==> src/rtl/mem_arbiter.sv <==
// mem_arbiter
// Two-master request arbiter in front of the memctrl read/write interface.
// Requests from port 0 and port 1 are serialised with round-robin priority.
// Each transaction produces exactly one single-cycle read or write strobe.
// The owning master gets a one-cycle ack once memctrl reports completion.
// A watchdog ends any transaction that memctrl never completes; that ack carries err.
//
// Ports:
//   clk_i, rstn_i               clock (rising edge), asynchronous active-low reset
//   m{0,1}_req_i                level request, held until the matching ack
//   m{0,1}_we_i                 1 = write, 0 = read
//   m{0,1}_addr_i/_wdata_i      word address / write data
//   m{0,1}_ack_o                one-cycle completion pulse
//   m{0,1}_rdata_o              read data, valid with ack on a read
//   m{0,1}_err_o                high with ack when the transaction timed out
//   cntlr_rd_o/_raddr_o         read strobe and address to memctrl
//   cntlr_wr_o/_waddr_o         write strobe and address to memctrl
//   cntlr_wr_data_o             write data to memctrl
//   cntlr_rd_data_i/_valid_i    read data and read-complete from memctrl
//   cntlr_wr_done_i             write-complete from memctrl
//   busy_o                      high whenever the FSM is not idle
module mem_arbiter #(
    parameter int RAM_WIDTH = 8,
    parameter int RAM_DEPTH = 8,
    parameter int ADDR_W    = $clog2(RAM_DEPTH),
    parameter int TIMEOUT   = 16
) (
    input  logic                 clk_i,
    input  logic                 rstn_i,
    input  logic                 m0_req_i,
    input  logic                 m0_we_i,
    input  logic [ADDR_W-1:0]    m0_addr_i,
    input  logic [RAM_WIDTH-1:0] m0_wdata_i,
    output logic                 m0_ack_o,
    output logic [RAM_WIDTH-1:0] m0_rdata_o,
    output logic                 m0_err_o,
    input  logic                 m1_req_i,
    input  logic                 m1_we_i,
    input  logic [ADDR_W-1:0]    m1_addr_i,
    input  logic [RAM_WIDTH-1:0] m1_wdata_i,
    output logic                 m1_ack_o,
    output logic [RAM_WIDTH-1:0] m1_rdata_o,
    output logic                 m1_err_o,
    output logic                 cntlr_rd_o,
    output logic [ADDR_W-1:0]    cntlr_raddr_o,
    output logic                 cntlr_wr_o,
    output logic [ADDR_W-1:0]    cntlr_waddr_o,
    output logic [RAM_WIDTH-1:0] cntlr_wr_data_o,
    input  logic [RAM_WIDTH-1:0] cntlr_rd_data_i,
    input  logic                 cntlr_rd_valid_i,
    input  logic                 cntlr_wr_done_i,
    output logic                 busy_o
);

    typedef enum logic [1:0] {
        ST_IDLE  = 2'd0,
        ST_ISSUE = 2'd1,
        ST_WAIT  = 2'd2,
        ST_DONE  = 2'd3
    } state_t;

    localparam logic [7:0] TIMEOUT_C = 8'(TIMEOUT);

    state_t               state_r;
    logic                 ptr_r;      // port that wins when both request
    logic                 owner_r;    // port that owns the current transaction
    logic                 we_r;       // latched transfer direction
    logic [7:0]           cnt_r;      // WAIT-cycle watchdog counter

    logic                 grant_s;
    logic                 sel_we_s;
    logic [ADDR_W-1:0]    sel_addr_s;
    logic [RAM_WIDTH-1:0] sel_wdata_s;
    logic                 done_s;

    // Round-robin owner selection and mux of the winner's request fields.
    always_comb begin
        grant_s = 1'b0;
        if (m0_req_i && m1_req_i) begin
            grant_s = ptr_r;
        end else if (m1_req_i) begin
            grant_s = 1'b1;
        end else begin
            grant_s = 1'b0;
        end
        if (grant_s) begin
            sel_we_s    = m1_we_i;
            sel_addr_s  = m1_addr_i;
            sel_wdata_s = m1_wdata_i;
        end else begin
            sel_we_s    = m0_we_i;
            sel_addr_s  = m0_addr_i;
            sel_wdata_s = m0_wdata_i;
        end
    end

    // Only the completion strobe matching the latched direction counts.
    always_comb begin
        done_s = 1'b0;
        if (we_r) begin
            done_s = cntlr_wr_done_i;
        end else begin
            done_s = cntlr_rd_valid_i;
        end
    end

    // Arbiter FSM with all outputs registered.
    always_ff @(posedge clk_i or negedge rstn_i) begin
        if (!rstn_i) begin
            state_r         <= ST_IDLE;
            ptr_r           <= 1'b0;
            owner_r         <= 1'b0;
            we_r            <= 1'b0;
            cnt_r           <= 8'd0;
            m0_ack_o        <= 1'b0;
            m1_ack_o        <= 1'b0;
            m0_err_o        <= 1'b0;
            m1_err_o        <= 1'b0;
            m0_rdata_o      <= '0;
            m1_rdata_o      <= '0;
            cntlr_rd_o      <= 1'b0;
            cntlr_wr_o      <= 1'b0;
            cntlr_raddr_o   <= '0;
            cntlr_waddr_o   <= '0;
            cntlr_wr_data_o <= '0;
            busy_o          <= 1'b0;
        end else begin
            // Strobes, acks and errs are single-cycle pulses.
            cntlr_rd_o <= 1'b0;
            cntlr_wr_o <= 1'b0;
            m0_ack_o   <= 1'b0;
            m1_ack_o   <= 1'b0;
            m0_err_o   <= 1'b0;
            m1_err_o   <= 1'b0;
            case (state_r)
                ST_IDLE: begin
                    if (m0_req_i || m1_req_i) begin
                        // The address/data output registers double as the
                        // latched request; they stay stable until DONE.
                        owner_r         <= grant_s;
                        we_r            <= sel_we_s;
                        cntlr_raddr_o   <= sel_addr_s;
                        cntlr_waddr_o   <= sel_addr_s;
                        cntlr_wr_data_o <= sel_wdata_s;
                        cntlr_rd_o      <= ~sel_we_s;
                        cntlr_wr_o      <= sel_we_s;
                        busy_o          <= 1'b1;
                        state_r         <= ST_ISSUE;
                    end else begin
                        busy_o <= 1'b0;
                    end
                end
                ST_ISSUE: begin
                    cnt_r   <= 8'd0;
                    state_r <= ST_WAIT;
                end
                ST_WAIT: begin
                    if (done_s) begin
                        if (!we_r) begin
                            if (owner_r) begin
                                m1_rdata_o <= cntlr_rd_data_i;
                            end else begin
                                m0_rdata_o <= cntlr_rd_data_i;
                            end
                        end
                        m0_ack_o <= ~owner_r;
                        m1_ack_o <= owner_r;
                        state_r  <= ST_DONE;
                    end else if (cnt_r == TIMEOUT_C) begin
                        m0_ack_o <= ~owner_r;
                        m1_ack_o <= owner_r;
                        m0_err_o <= ~owner_r;
                        m1_err_o <= owner_r;
                        state_r  <= ST_DONE;
                    end else begin
                        cnt_r <= cnt_r + 8'd1;
                    end
                end
                ST_DONE: begin
                    // Requests are deliberately not sampled here.
                    ptr_r   <= ~owner_r;
                    busy_o  <= 1'b0;
                    state_r <= ST_IDLE;
                end
                default: begin
                    busy_o  <= 1'b0;
                    state_r <= ST_IDLE;
                end
            endcase
        end
    end

endmodule
==> config.mk <==
export PLATFORM = sky130hd
export DESIGN_NAME = mem_arbiter
export DESIGN_NICKNAME = d
export VERILOG_FILES = /design/src/rtl/mem_arbiter.sv
export SDC_FILE = /design/constraint.sdc
export NUM_CORES = 1
export LEC_CHECK = 0
export BUFFER_PORTS_ARGS = -buffer_cell sky130_fd_sc_hd__buf_2
export CAP_MARGIN = 20
export CORE_MARGIN = 2
export CORE_UTILIZATION = 40
export DETAILED_ROUTE_END_ITERATION = 8
export MAX_ROUTING_LAYER = met4
export PLACE_DENSITY = 0.76
export SETUP_SLACK_MARGIN = 0.4
export SLEW_MARGIN = 25
export SYNTH_ARGS = -nofsm -noshare
export SYNTH_HDL_FRONTEND = slang
export SYNTH_SLANG_ARGS = --single-unit
==> constraint.sdc <==
create_clock -name clk_i -period 2.3 [get_ports clk_i]
set_input_delay 0.345 -clock clk_i [delete_from_list [all_inputs] [get_ports clk_i]]
set_output_delay 0.345 -clock clk_i [all_outputs]
set_load 0.05 [all_outputs]
==> results of run 1 <==
## worst paths after layout
kind,from,endpoint,slack (ns),cells past startpoint
worst max-delay path,state_r[0],state_r[1],0.53,6
worst min-delay path,rstn_i,cntlr_waddr_o[2],0.11,2
worst max register to register,state_r[0],state_r[1],0.53,6
worst min register to register,busy_o,busy_o,0.49,2
max in group asynchronous,rstn_i,cnt_r[0],1.79,2
min in group clk_i,cntlr_rd_data_i[4],m0_rdata_o[4],0.28,2
## cell usage after synthesis (3+ instances only)
cell,count,area [um2]
inv_1,7,26.3
o21ai_0,14,70.1
a21oi_1,3,15.0
mux2_2,17,191
mux2i_1,15,150
ha_1,6,75.1
buf_4,3,22.5
nor2_1,7,26.3
dfrtp_1,47,1180
nand2_1,22,82.6
## registers in the layout, indices dropped and copies added (netlist names)
register / flops
cnt_r: 8
cntlr_wr_data_o: 8
m0_rdata_o: 8
m1_rdata_o: 8
cntlr_waddr_o: 3
state_r: 2
busy_o: 1
cntlr_rd_o: 1
cntlr_wr_o: 1
m0_ack_o: 1
m0_err_o: 1
m1_ack_o: 1
m1_err_o: 1
owner_r: 1
ptr_r: 1
we_r: 1
## kinds of logic (layout without fill, tap and decap cells)
| kind of cell | after synthesis | after routing | synth area share [%] |
|---|---|---|---|
| muxes | 34 | 34 | 17.3 |
| AOI/OAI and AO/OA | 31 | 31 | 9.46 |
| adders and majority gates | 6 | 6 | 3.53 |
| and+or+nand+nor | 42 | 42 | 10.2 |
| buffers and inverters | 16 | 96 | 3.82 |
| xor gates and xnor gates | 1 | 1 | 0.412 |
| DFF | 47 | 47 | 55.3 |
## placed cells by master, fill, tap and decap left out, drive strengths merged, types with 4 or more instances in the layout
cell	count
buf	80
dfrtp	47
nand2	22
mux2	19
o21ai	16
mux2i	15
inv	8
nor2	7
clkbuf	6
ha	6
a21oi	4
## power groups by stage
stage | Sequential (mW) | Clock (mW) | Combinational [mW]
finish | 1.38 | 0.530 | 2.21
global route | 1.42 | 0.582 | 2.34
CTS | 1.38 | 0.545 | 2.21
detailed placement | 1.39 | 0 | 2.19
global placement | 1.38 | 0 | 2.15
floorplan | 2.27 | 0 | 0.826
## final cells by class
class	instances	share of cell area (%)
Clock inverter	2	0.603
Tap cell	70	3.25
Timing Repair Buffer	80	15.4
Multi-Input combinational cell	114	33.0
Sequential cell	47	43.6
Inverter	8	1.11
Clock buffer	6	3.06
## routing by layer
metal / up-vias / global-route usage [%]
li1: 775 / -
met1: 736 / 17.3
met2: 65 / 23.9
met3: 6 / 5.06
met4: 0 / 5.45
met5: - / -
## timing repair
item,in CTS,in global routing
resized for setup,1,2
setup buffers,1,0
pin swaps,1,0
endpoints found under the setup margin,10,12
==> out/qor.yml, run 1 <==
outcome: "finished clean"
via_per_inst: 4.84
clock_power_share_pct: 12.9
relSlewSlack_pct: 61.7
place_congestion: 0.832
cp_slowest_stage_delay_ns: 0.42
rsz0062_at_grt: "no"
slowest_stage: "dfrtp_1"
wl_met1_um: 1760
fp.dieH_um: 76.9
nNetsFinal: 300
hpwl_um: 3000
power_mw: 4.11
rows: 26
clock_path_buffers: 2
ioPinCount: 75
crit_path_end_kind: "register"
placed_cells: 318
clk-insertion-delay-late_ns: 0.30
critical_path.max_fanout: 11
dpl-instance-area_um2: 2570
internal-power_mw: 2.04
initial_utilization_pct: 41.7
utilization_pct: 52.8
path_buf_inv: 2
antenna_found_initial: 0
clock.fmax_mhz: 566
crit_required_ns: 2.49
period_share_pct: 76.8
leakage_nw: 1.41
dieWidth_um: 76.9
hp-class: "in2async"
whs_ns: 0.107
synth_area_um2: 2130
wl_per_cell_um: 12.2
area_growth_pct: 26.7
multi_input_area_um2: 890
syn_inst: 177
drv_slew: 0
p_sw_mw: 2.07
numCtsBuffers: 5
yosys.cell_types.count: 39
combPwrFrac_pct: 53.7
post_synth.cell_area_avg_um2: 12.0
yosysWarningCount: 0
holdBufCountCts: 0
port_buffers: 74
die-area_um2: 5920
clock_skew_ns: 0.00742
place_ws_ns: 0.344
p_sw_share_pct: 50.3
dr_wl_met3_um: 320
worstMarginPinSlew_ns: 0.575
path_clk_slew_ns: 0.08
core_um2: 5110
grt_overflow_total: 0
postLayoutCellArea_um2: 2700
ir_worst_vdd_mv: 0.931
setup_viol: 0
grt_max_degree: 48
power_per_cell_area_nw_per_um2: 1520
drive_gt1_share_pct: 44.4
seq_area_um2: 1180
drtAntennaViolNets: 0
top_layer: "met4"
setup_slack_ns: 0.534
wirelength_um: 3990
async_reset_ff_share_pct: 100
drc: 0
drt-initial-drc-count: 65
num_antenna_cells: 0
power_frac_seq_pct: 33.5
ys_seq_elements: 47
clockRootBuffer: "clkbuf_8"
htreeDepth: 2
vias: 1582
crit_type: "reg2reg"
met2_length_um: 1850
start_kind: "register"
syn-num-nets: 221
grt_pass1_vias: 1572
nFillCells: 472
fin_setup_tns_ns: 0
period_minus_slack_ns: 1.77
grt_pass1_wl_um: 6770
fin_cells: 327
cp_data_arrival_time_ns: 1.96
synth_seq_area_share_pct: 55.3
firstDrtPassIters: 4
synth_flop_cell: "dfrtp_1"
cts_num_sinks: 47
cts_tree: "done"
drv_cap: 0
hold_violations: 0
synth-edff-count: 0
track_usage_pct: 14.8
cp_cell_sequence: "inv_1 -> ha_2 -> inv_2 -> a211oi_4 -> a21oi_2 -> mux2_1"
path_delay_family: "compound AO/OA/AOI/OAI gates"
Power figures use the tool's default switching activity.
==> run 2, diff against run 1 <==
Settings changed: ABC_AREA set to 1, PLACE_DENSITY 0.76 to 0.78.
Clock period 2.3 ns to 1.4 ns, I/O delays scaled along.
==> run 2 against run 1 <==
Against the previous run: the flow now finishes with violations (negative setup slack); non-clock buffer count is 45 higher; sequential share of layout area fell by 12 points; critical path type unchanged; register-to-register slack lost 0.59 ns; clock skew decreased by 0.0023 ns.
==> out/qor.yml, run 2 <==
firstDrtPassIters: 4
grt_overflow_total: 0
synth_flop_cell: "dfrtp_1"
dpl-instance-area_um2: 2840
crit_required_ns: 1.62
hold_violations: 0
wirelength_um: 7220
period_minus_slack_ns: 1.46
core_um2: 5440
reg2reg_depth: 8
whs_ns: 0.143
most-common-layout-cells: "51 x nand2_1, 48 x buf_6, 43 x dfrtp_1, 37 x buf_2, 35 x buf_4"
area_growth_pct: 65.7
dieWidth_um: 78.7
cts_tree: "done"
crit_type: "reg2reg"
min_path_cells: 3
rows: 27
port_buffers: 74
place_ws_ns: -0.00427
path_clk_slew_ns: 0.09
violations: "negative setup slack"
synth_simple_gate_area_share_pct: 24.3
drt-initial-drc-count: 198
syn_inst: 265
setup_viol: 8
final_common_cell: "nand2_1"
synth-compound-area-share_pct: 11.0
cts_num_sinks: 47
relSlewSlack_pct: 68.9
grt_pass1_wl_um: 10700
drv_slew: 0
ys_top_cells_by_area: "dfrtp_1 53%, nand2_1 12%, a21oi_1 5.8%"
outcome: "finished with violations"
period_share_pct: 104
num_antenna_cells: 0
synth_area_um2: 2230
numCtsBuffers: 5
rsz0062_at_grt: "yes"
min-delay-start: "m1_addr_i[2]"
power_per_cell_area_nw_per_um2: 2490
cp_common_cell: "inv_2"
drtAntennaViolNets: 0
post_synth.cell_area_avg_um2: 8.43
syn-num-nets: 309
r2r-start: "state_r[0]"
synth_seq_area_share_pct: 52.7
worstMarginPinSlew_ns: 0.465
leakage_nw: 1.84
wl_per_cell_um: 15.6
fin_cells: 462
critical_path.max_fanout: 11
nNetsFinal: 433
setup.worst_path.start: "state_r[0]"
synth_most_common_cell: "nand2_1"
async_reset_ff_share_pct: 100
yosys-top-cells-count: "69 x nand2_1, 47 x dfrtp_1, 29 x nor2_1, 26 x a21oi_1, 26 x inv_1"
hp-class: "in2reg"
cp_data_arrival_time_ns: 1.68
via_per_inst: 5.02
setup_slack_ns: -0.0601
yosys.cell_types.count: 23
yosys.area_share.xor_xnor_pct: 0.392
grt_max_degree: 32
hpwl_um: 3810
ir_worst_vdd_mv: 1.87
cp_slowest_stage_delay_ns: 0.41
fin_setup_tns_ns: -0.164
cp_cell_sequence: "inv_2 -> buf_4 -> ha_4 -> inv_2 -> nor2_4 -> buf_6 -> nor2_1 -> a21oi_1"
synth_fa_ha_area_share_pct: 3.36
yosysWarningCount: 0
dr_wl_met3_um: 396
initial_utilization_pct: 41.1
ys_seq_elements: 47
top_layer: "met4"
path_buf_inv: 4
clk-insertion-delay-late_ns: 0.31
antenna_found_initial: 0
synth_top_area_share_pct: 52.7
grt_pass1_vias: 2215
crit_path_end_kind: "register"
synth-edff-count: 0
track_usage_pct: 23.0
utilization_pct: 68.0
slowest_stage: "dfrtp_1"
fp.dieH_um: 78.7
synth_top_family_by_area: "simple AND/OR/NAND/NOR gates"
start_kind: "register"
synth_mux_area_share_pct: 0
wl_met1_um: 2750
drc: 0
path_delay_family: "flip-flops"
place_congestion: 0.885
drive_gt1_share_pct: 52.1
clockRootBuffer: "clkbuf_8"
worstSetupPathDepth: 8
vias: 2318
postLayoutCellArea_um2: 3700
die-area_um2: 6200
nFillCells: 350
clock_skew_ns: 0.00509
yosys.area.top_type: "dfrtp_1"
htreeDepth: 2
ioPinCount: 75
clock_path_buffers: 2
power_mw: 9.22
drv_cap: 0
placed_cells: 419
met2_length_um: 3800
clock.fmax_mhz: 685
[run 2: area by class of cell]
type | count | area [um2] | area share [%]
Timing Repair Buffer | 125 | 1070 | 28.9
Tap cell | 72 | 90.1 | 2.43
Multi-Input combinational cell | 182 | 1150 | 31.2
Clock inverter | 1 | 8.76 | 0.237
Sequential cell | 47 | 1180 | 31.9
Inverter | 28 | 113 | 3.04
Clock buffer | 7 | 86.3 | 2.33
[run 2: cells by family after synthesis]
group / Yosys count
compound gates: 48
xor+xnor: 1
fa+ha+maj: 6
buf+inv: 39
flops: 47
simple gates: 124
[run 2: final timing paths]
path                       slack, ns            endpoint
hold reg to reg                 0.53       m1_rdata_o[3]
max in group asynchronous       0.50          state_r[1]
min in group asynchronous       0.38  cntlr_wr_data_o[1]
hold / removal                  0.14    cntlr_waddr_o[2]
setup / recovery               -0.06  cntlr_wr_data_o[4]
setup reg to reg               -0.06  cntlr_wr_data_o[4]
[run 2: power breakdown]
part / switching [mW] / total, mW / internal, mW / leakage, nW
registers: 0.480 / 2.37 / 1.89 / 0.586
clock network: 0.474 / 0.879 / 0.405 / 0.0484
logic: 3.50 / 5.98 / 2.48 / 1.21
total: 4.45 / 9.22 / 4.77 / 1.84
[run 2: worst min-delay path, cell delays in order]
cell and delay (ns):
buf_2 0.10, nand2_1 0.05, a21oi_1 0.06
[run 2: layer usage]
metal  up-vias  track usage [%]
li1       1089                -
met1      1076             28.2
met2       121             38.1
met3        32             4.77
met4         0             8.25
met5         -                -
[run 2: repair_timing]
| item | CTS | global route |
|---|---|---|
| cloned | 3 | 0 |
| endpoints found under the setup margin | 84 | 84 |
| setup buffers | 17 | 14 |
| pin swaps | 22 | 19 |
| hold endpoints to repair | 16 | 0 |
| resized for setup | 122 | 31 |
| hold buffers | 1 | 0 |
